### config.mk
export PLATFORM = sky130hd
export DESIGN_NAME = tt_mux_slot_ctrl
export DESIGN_NICKNAME = d
export VERILOG_FILES = /design/src/rtl/tt_mux_pkg.sv /design/src/rtl/tt_mux_ow_select.sv /design/src/rtl/tt_mux_slot_ctrl.sv
export SDC_FILE = /design/constraint.sdc
export NUM_CORES = 1
export LEC_CHECK = 0
export CAP_MARGIN = 5
export CORE_AREA = 3 3 184 186
export CTS_CLUSTER_SIZE = 20
export DETAILED_ROUTE_END_ITERATION = 10
export DIE_AREA = 0 0 187 189
export GPL_ROUTABILITY_DRIVEN = 0
export PLACE_DENSITY = 0.43
export REMOVE_ABC_BUFFERS = 1
export SYNTH_ARGS = -nofsm -noshare
export SYNTH_HDL_FRONTEND = slang
export SYNTH_SLANG_ARGS = --single-unit
### constraint.sdc
create_clock -name clk -period 4.1 [get_ports clk]
set_clock_uncertainty 0.1 [all_clocks]
set_input_delay 0.82 -clock clk [delete_from_list [all_inputs] [get_ports clk]]
set_output_delay 0.82 -clock clk [all_outputs]
set_load 0.01 [all_outputs]
### src/rtl/tt_mux_pkg.sv
// tt_mux_pkg: shared FSM state encoding and counter width for the slot mux controller.
package tt_mux_pkg;
  typedef enum logic [1:0] {ST_IDLE, ST_ACTIVE, ST_DRAIN, ST_GUARD} state_t;
  localparam int CNT_W = 8;
endpackage

### src/rtl/tt_mux_ow_select.sv
// tt_mux_ow_select: picks one OW_W-wide slot output word out of the packed slot bus.
module tt_mux_ow_select #(
  parameter int NUM_SLOTS = 16,
  parameter int OW_W = 24,
  localparam int SW = $clog2(NUM_SLOTS)
) (
  input  logic [NUM_SLOTS*OW_W-1:0] ow_in,
  input  logic [SW-1:0]             idx,
  output logic [OW_W-1:0]           ow
);
  assign ow = ow_in[idx*OW_W +: OW_W];
endmodule

### src/rtl/tt_mux_slot_ctrl.sv
// tt_mux_slot_ctrl: slot enable sequencer with drain/guard gaps between slot switches.
// Define TT_MUX_OW_REG_EN to register ow_out (one extra cycle of latency).
module tt_mux_slot_ctrl
  import tt_mux_pkg::*;
#(
  parameter int NUM_SLOTS = 16,
  parameter int IW_W = 18,
  parameter int OW_W = 24,
  parameter int DRAIN_CYCLES = 4,
  parameter int GUARD_CYCLES = 2,
  parameter logic [IW_W-1:0] IW_SAFE = '0,
  localparam int SW = $clog2(NUM_SLOTS)
) (
  input  logic                      clk,
  input  logic                      rst,
  input  logic                      sel_valid,
  output logic                      sel_ready,
  input  logic                      sel_off,
  input  logic [SW-1:0]             sel_addr,
  input  logic [IW_W-1:0]           iw_in,
  output logic [IW_W-1:0]           iw_out,
  output logic [NUM_SLOTS-1:0]      ena_out,
  input  logic [NUM_SLOTS*OW_W-1:0] ow_in,
  output logic [OW_W-1:0]           ow_out,
  output logic [SW-1:0]             active_slot,
  output logic                      busy
);
  state_t state, nxt;
  logic [CNT_W-1:0] cnt;
  logic [SW-1:0] pend;
  logic pend_vld, accept, req_en, done;
  logic [OW_W-1:0] ow_sel;
  assign sel_ready = !rst && (state == ST_IDLE || state == ST_ACTIVE);
  assign accept = sel_valid && sel_ready;
  assign req_en = !sel_off && int'(sel_addr) < NUM_SLOTS;
  assign done = cnt <= CNT_W'(1);
  assign busy = state == ST_DRAIN || state == ST_GUARD;
  assign ena_out = state == ST_ACTIVE ? NUM_SLOTS'(1) << active_slot : '0;
  always_comb begin
    nxt = state;
    if (state == ST_IDLE && accept && req_en) nxt = ST_GUARD;
    else if (state == ST_ACTIVE && accept) nxt = ST_DRAIN;
    else if (state == ST_DRAIN && done) nxt = pend_vld ? ST_GUARD : ST_IDLE;
    else if (state == ST_GUARD && done) nxt = ST_ACTIVE;
  end
  always_ff @(posedge clk) begin
    if (rst) begin
      state <= ST_IDLE;
      cnt <= '0;
      pend <= '0;
      pend_vld <= 1'b0;
      active_slot <= '0;
      iw_out <= IW_SAFE;
    end else begin
      state <= nxt;
      iw_out <= nxt == ST_ACTIVE ? iw_in : IW_SAFE;
      cnt <= (nxt == ST_DRAIN && state != ST_DRAIN) ? CNT_W'(DRAIN_CYCLES) :
             (nxt == ST_GUARD && state != ST_GUARD) ? CNT_W'(GUARD_CYCLES) :
             cnt != '0 ? cnt - 1'b1 : cnt;
      if (accept) begin
        pend <= sel_addr;
        pend_vld <= req_en;
      end
      if (state == ST_GUARD && nxt == ST_ACTIVE) begin
        active_slot <= pend;
        pend_vld <= 1'b0;
      end
    end
  end
  tt_mux_ow_select #(.NUM_SLOTS(NUM_SLOTS), .OW_W(OW_W)) u_ow_select (
    .ow_in(ow_in),
    .idx(active_slot),
    .ow(ow_sel)
  );
`ifdef TT_MUX_OW_REG_EN
  // Only words sampled while the slot stays enabled pass, so a switch never leaks a stale word.
  always_ff @(posedge clk) begin
    if (rst) ow_out <= '0;
    else ow_out <= (state == ST_ACTIVE && nxt == ST_ACTIVE) ? ow_sel : '0;
  end
`else
  assign ow_out = state == ST_ACTIVE ? ow_sel : '0;
`endif
endmodule

==> parameters.txt <==
Parameter                              Value

Setup path
  Critical path endpoint category    primary output
  Data arrival at the endpoint of the critical path    2.78 ns
  WS Path Type    in -> out
  Max Fanout on Critical Path    1
  Reg-to-reg startpoint    cnt[0]
  Launching instance or port of the critical path    ow_in[49]
  Most common cell type on the critical path    sky130_fd_sc_hd__clkdlybuf4s50_1
  CP max stage cell    sky130_fd_sc_hd__clkdlybuf4s50_1
  CP Cell Sequence    clkdlybuf4s50_1 -> mux4_2 -> a22oi_1 -> nand2_1 -> clkdlybuf4s50_1
  Worst Path Required    about 3.2 ns
  CP max stage delay    roughly 0.53 ns
  Register-to-register setup slack    around 2.0 ns
  Kind of start point of the critical path    input pin

Clock network
  Buffers from clock root to sink, at most    2
  Post-cts hold buffer count    0
  Post-CTS Setup Inserts    0
  Post_cts resized    0
  Library cell used as clock root buffer    sky130_fd_sc_hd__clkbuf_16
  Depth of the CTS H-tree    2
  CTS tree    done
  Count of clock tree sinks    37
  Insertion delay to the later sink of the worst-skew pair    between 0.2 and 0.3 ns
  Clock Pin Slew Worst Setup and Hold Paths    around 0.06 ns
  Cts bufs inserted    5

Timing
  Worst hold-check slack    between 0.3 and 0.4 ns
  RSZ-0062 raised after global routing    no
  Highest clock frequency the design can meet    between 0.2 and 0.3 GHz
  Number of failing hold endpoints at the final stage    0
  Final Max Slew Viols    0
  Aggregate negative setup slack    0 ns
  Worst-margin pin slew    0.5335 ns
  Slew Limit Headroom    0.6436
  Crit share post-route    0.9021
  Fin crit period    3.699 ns
  Count of endpoints failing setup in the final report    0

Placed design
  Area after DPL    ~9600 um^2
  DP HPWL    25.44 mm
  Number of buffer cells added on primary ports    approximately 470

Synth
  Share of synthesized area spent on multiplexers    0.5178
  Number of distinct standard cells referenced by the synthesized netlist    38
  Post-synthesis share of cell area spent on and, or, nand and nor gates    0.1397
  Sequential cell area fraction in the yosys report    0.1726
  Number of instances in the synthesized netlist    between 300 and 400
  Share of the synthesized area in compound gates (AO/OA/AOI/OAI)    0.1128
  Adder-Cell Fraction of Synth Area    0.005831
  Avg Inst Size Synth    approximately 11 um^2
  Yosys reg bits    37
  Area of the mapped netlist    around 4300 um^2
  Largest family of logic cells by synthesized area    multiplexers
  Parity-gate share of the synthesized area counting xor and xnor cells    0.01020
  YS warnings    0

Power and ir drop
  Fraction of power consumed by sequential logic    0.257
  Total power of the final layout    about 1800 uW
  Net load switching power    about 530 uW
  Leakage    0.003288 uW
  Cell area power density    around 180 nW/um^2
  Peak supply drop    roughly 0.28 mV
  Combinational cell fraction of total power    0.525
  Net switching share of the total power    0.2976
  Internal Power    between 1000 and 1500 uW
  Share of power burned in the clock network    0.217

Finish
  Area growth from synthesis to layout    128.0%
  Share of post-route cells with drive strength above 1    0.1637
  Post-route cell area    slightly below 10000 um^2
  End-of-flow core utilization    0.3015
  Nets@finish    1248

Floorplanning
  Overall die area    35340 um^2
  Total core area    32450 um^2
  Die Height    189 um
  Boundary Pins    ~470
  Starting density of the core    0.1322
  Width of the die    187 um
  Cell row count    between 60 and 70

GRT
  GRT Util Overall    0.1597
  Antenna violations before repair    9
  Grt ovf    0
  First-pass GRT wire length    41.72 mm
  Vias in the first global route    approximately 5.7k
  Pin count of the biggest net entering global routing    53

Routing
  Detailed-route DRC error count    0
  DRT Pass-1 Iters    5
  Drt wl/cell    23.22 um
  Routed vias    5451
  Iteration-0 DRC Markers    215
  Total Routed Length    29.79 mm
  Via-per-instance ratio    4.249
  Post-route antenna net violation count    0

Min path
  Worst min path class    reg -> reg
  Worst hold start    pend[2]

Flow run
  Maxcap violations    0

Run status
  Status    complete, no violations
synthesized netlist by cell type:
| cell | number | area (um^2) |
|---|---|---|
| sky130_fd_sc_hd__a2111oi_0 | 1 | 8.760 |
| sky130_fd_sc_hd__a2111oi_4 | 1 | 27.53 |
| sky130_fd_sc_hd__a211oi_1 | 1 | 7.510 |
| sky130_fd_sc_hd__a21oi_1 | 10 | 50.05 |
| sky130_fd_sc_hd__a22oi_1 | 48 | 360.4 |
| sky130_fd_sc_hd__a31o_2 | 1 | 8.760 |
| sky130_fd_sc_hd__a31oi_1 | 1 | 6.260 |
| sky130_fd_sc_hd__and2_1 | 19 | 118.9 |
| sky130_fd_sc_hd__and3_1 | 1 | 6.260 |
| sky130_fd_sc_hd__and3b_1 | 1 | 8.760 |
| sky130_fd_sc_hd__and4_1 | 1 | 8.760 |
| sky130_fd_sc_hd__buf_1 | 2 | 7.510 |
| sky130_fd_sc_hd__buf_2 | 6 | 30.03 |
| sky130_fd_sc_hd__buf_6 | 1 | 11.26 |
| sky130_fd_sc_hd__clkbuf_1 | 31 | 116.4 |
| sky130_fd_sc_hd__dfxtp_1 | 37 | 740.7 |
| sky130_fd_sc_hd__ha_1 | 2 | 25.02 |
| sky130_fd_sc_hd__inv_1 | 3 | 11.26 |
| sky130_fd_sc_hd__mux2i_1 | 6 | 60.06 |
| sky130_fd_sc_hd__mux4_2 | 96 | 2162 |
| sky130_fd_sc_hd__nand2_1 | 38 | 142.6 |
| sky130_fd_sc_hd__nand2b_1 | 5 | 31.28 |
| sky130_fd_sc_hd__nand3_1 | 5 | 25.02 |
| sky130_fd_sc_hd__nand3b_1 | 2 | 15.01 |
| sky130_fd_sc_hd__nand4_2 | 1 | 12.51 |
| sky130_fd_sc_hd__nor2_1 | 30 | 112.6 |
| sky130_fd_sc_hd__nor2b_1 | 3 | 18.77 |
| sky130_fd_sc_hd__nor3_1 | 6 | 30.03 |
| sky130_fd_sc_hd__nor3b_1 | 2 | 15.01 |
| sky130_fd_sc_hd__nor4_1 | 1 | 6.260 |
| sky130_fd_sc_hd__nor4_4 | 1 | 21.27 |
| sky130_fd_sc_hd__o211ai_1 | 1 | 7.510 |
| sky130_fd_sc_hd__o21a_1 | 1 | 7.510 |
| sky130_fd_sc_hd__or2_2 | 1 | 6.260 |
| sky130_fd_sc_hd__or3_1 | 2 | 12.51 |
| sky130_fd_sc_hd__or4_1 | 1 | 7.510 |
| sky130_fd_sc_hd__xnor2_1 | 3 | 26.28 |
| sky130_fd_sc_hd__xor2_1 | 2 | 17.52 |
cell type report:
type / count / area, um^2
inverters: 3 / 11.26
repair buffers: 495 / 4925
clock inverters: 3 / 21.27
well taps: 442 / 553.0
flip-flops and latches: 37 / 748.2
fillers: 3367 / 22670
clock buffers: 5 / 125.1
diodes: 4 / 10.01
multi-input cells: 294 / 3391
final timing paths:
path               end  cells past startpoint
min            pend[2]                      2
max          ow_out[1]                      5
max reg2reg  iw_out[4]                      7
min reg2reg    pend[2]                      2
critical path: cells and delay by family:
kind,cells,cell delay (ns)
compound gates,1,0.37
buf+inv,2,1.01
mux,1,0.49
simple gates,1,0.09
placed cells by master (no fill, tap or decap), types with 4 or more instances in the layout:
cell type / count
sky130_fd_sc_hd__a21oi_1: 10
sky130_fd_sc_hd__a22oi_1: 48
sky130_fd_sc_hd__and2_1: 19
sky130_fd_sc_hd__buf_4: 20
sky130_fd_sc_hd__clkbuf_16: 5
sky130_fd_sc_hd__clkdlybuf4s50_1: 473
sky130_fd_sc_hd__dfxtp_1: 35
sky130_fd_sc_hd__diode_2: 4
sky130_fd_sc_hd__mux2i_1: 6
sky130_fd_sc_hd__mux4_2: 96
sky130_fd_sc_hd__nand2_1: 38
sky130_fd_sc_hd__nand2b_1: 5
sky130_fd_sc_hd__nand3_1: 5
sky130_fd_sc_hd__nor2_1: 30
sky130_fd_sc_hd__nor3_1: 5
power groups by stage:
stage	Combinational (uW)	Sequential, uW	Clock [uW]
finish	935	458	386
global route	1010	468	416
CTS	948	459	403
detailed placement	942	467	0
global placement	941	466	0
floorplan	384	466	0
logic make-up after synthesis:
family | count (synthesis)
xor+xnor | 5
buf+inv | 43
compound gates | 65
mux | 102
simple gates | 120
flops | 37
fa+ha+maj | 2
metal layers:
layer  routed length (um)  track usage
met5                   77            0
met4                  268      0.02443
met1                11620       0.1940
met3                 2672      0.05629
met2                15160       0.2785
state kept, by name, indices dropped and copies added, names as in the netlist:
| register | flops |
|---|---|
| pend | 4 |
| state | 2 |
| pend_vld | 1 |
| cnt | 8 |
| active_slot | 4 |
| iw_out | 18 |
through the flow:
stage                     worst slack (ns)  std cells
final                               0.4015       1283
after floorplan                     -1.981        334
after detailed placement            0.3751       1271
after global routing                0.2481       1281
after global placement              0.3654       1271
after CTS                           0.3086       1279
Note: power is estimated with default switching activity, not from simulation.
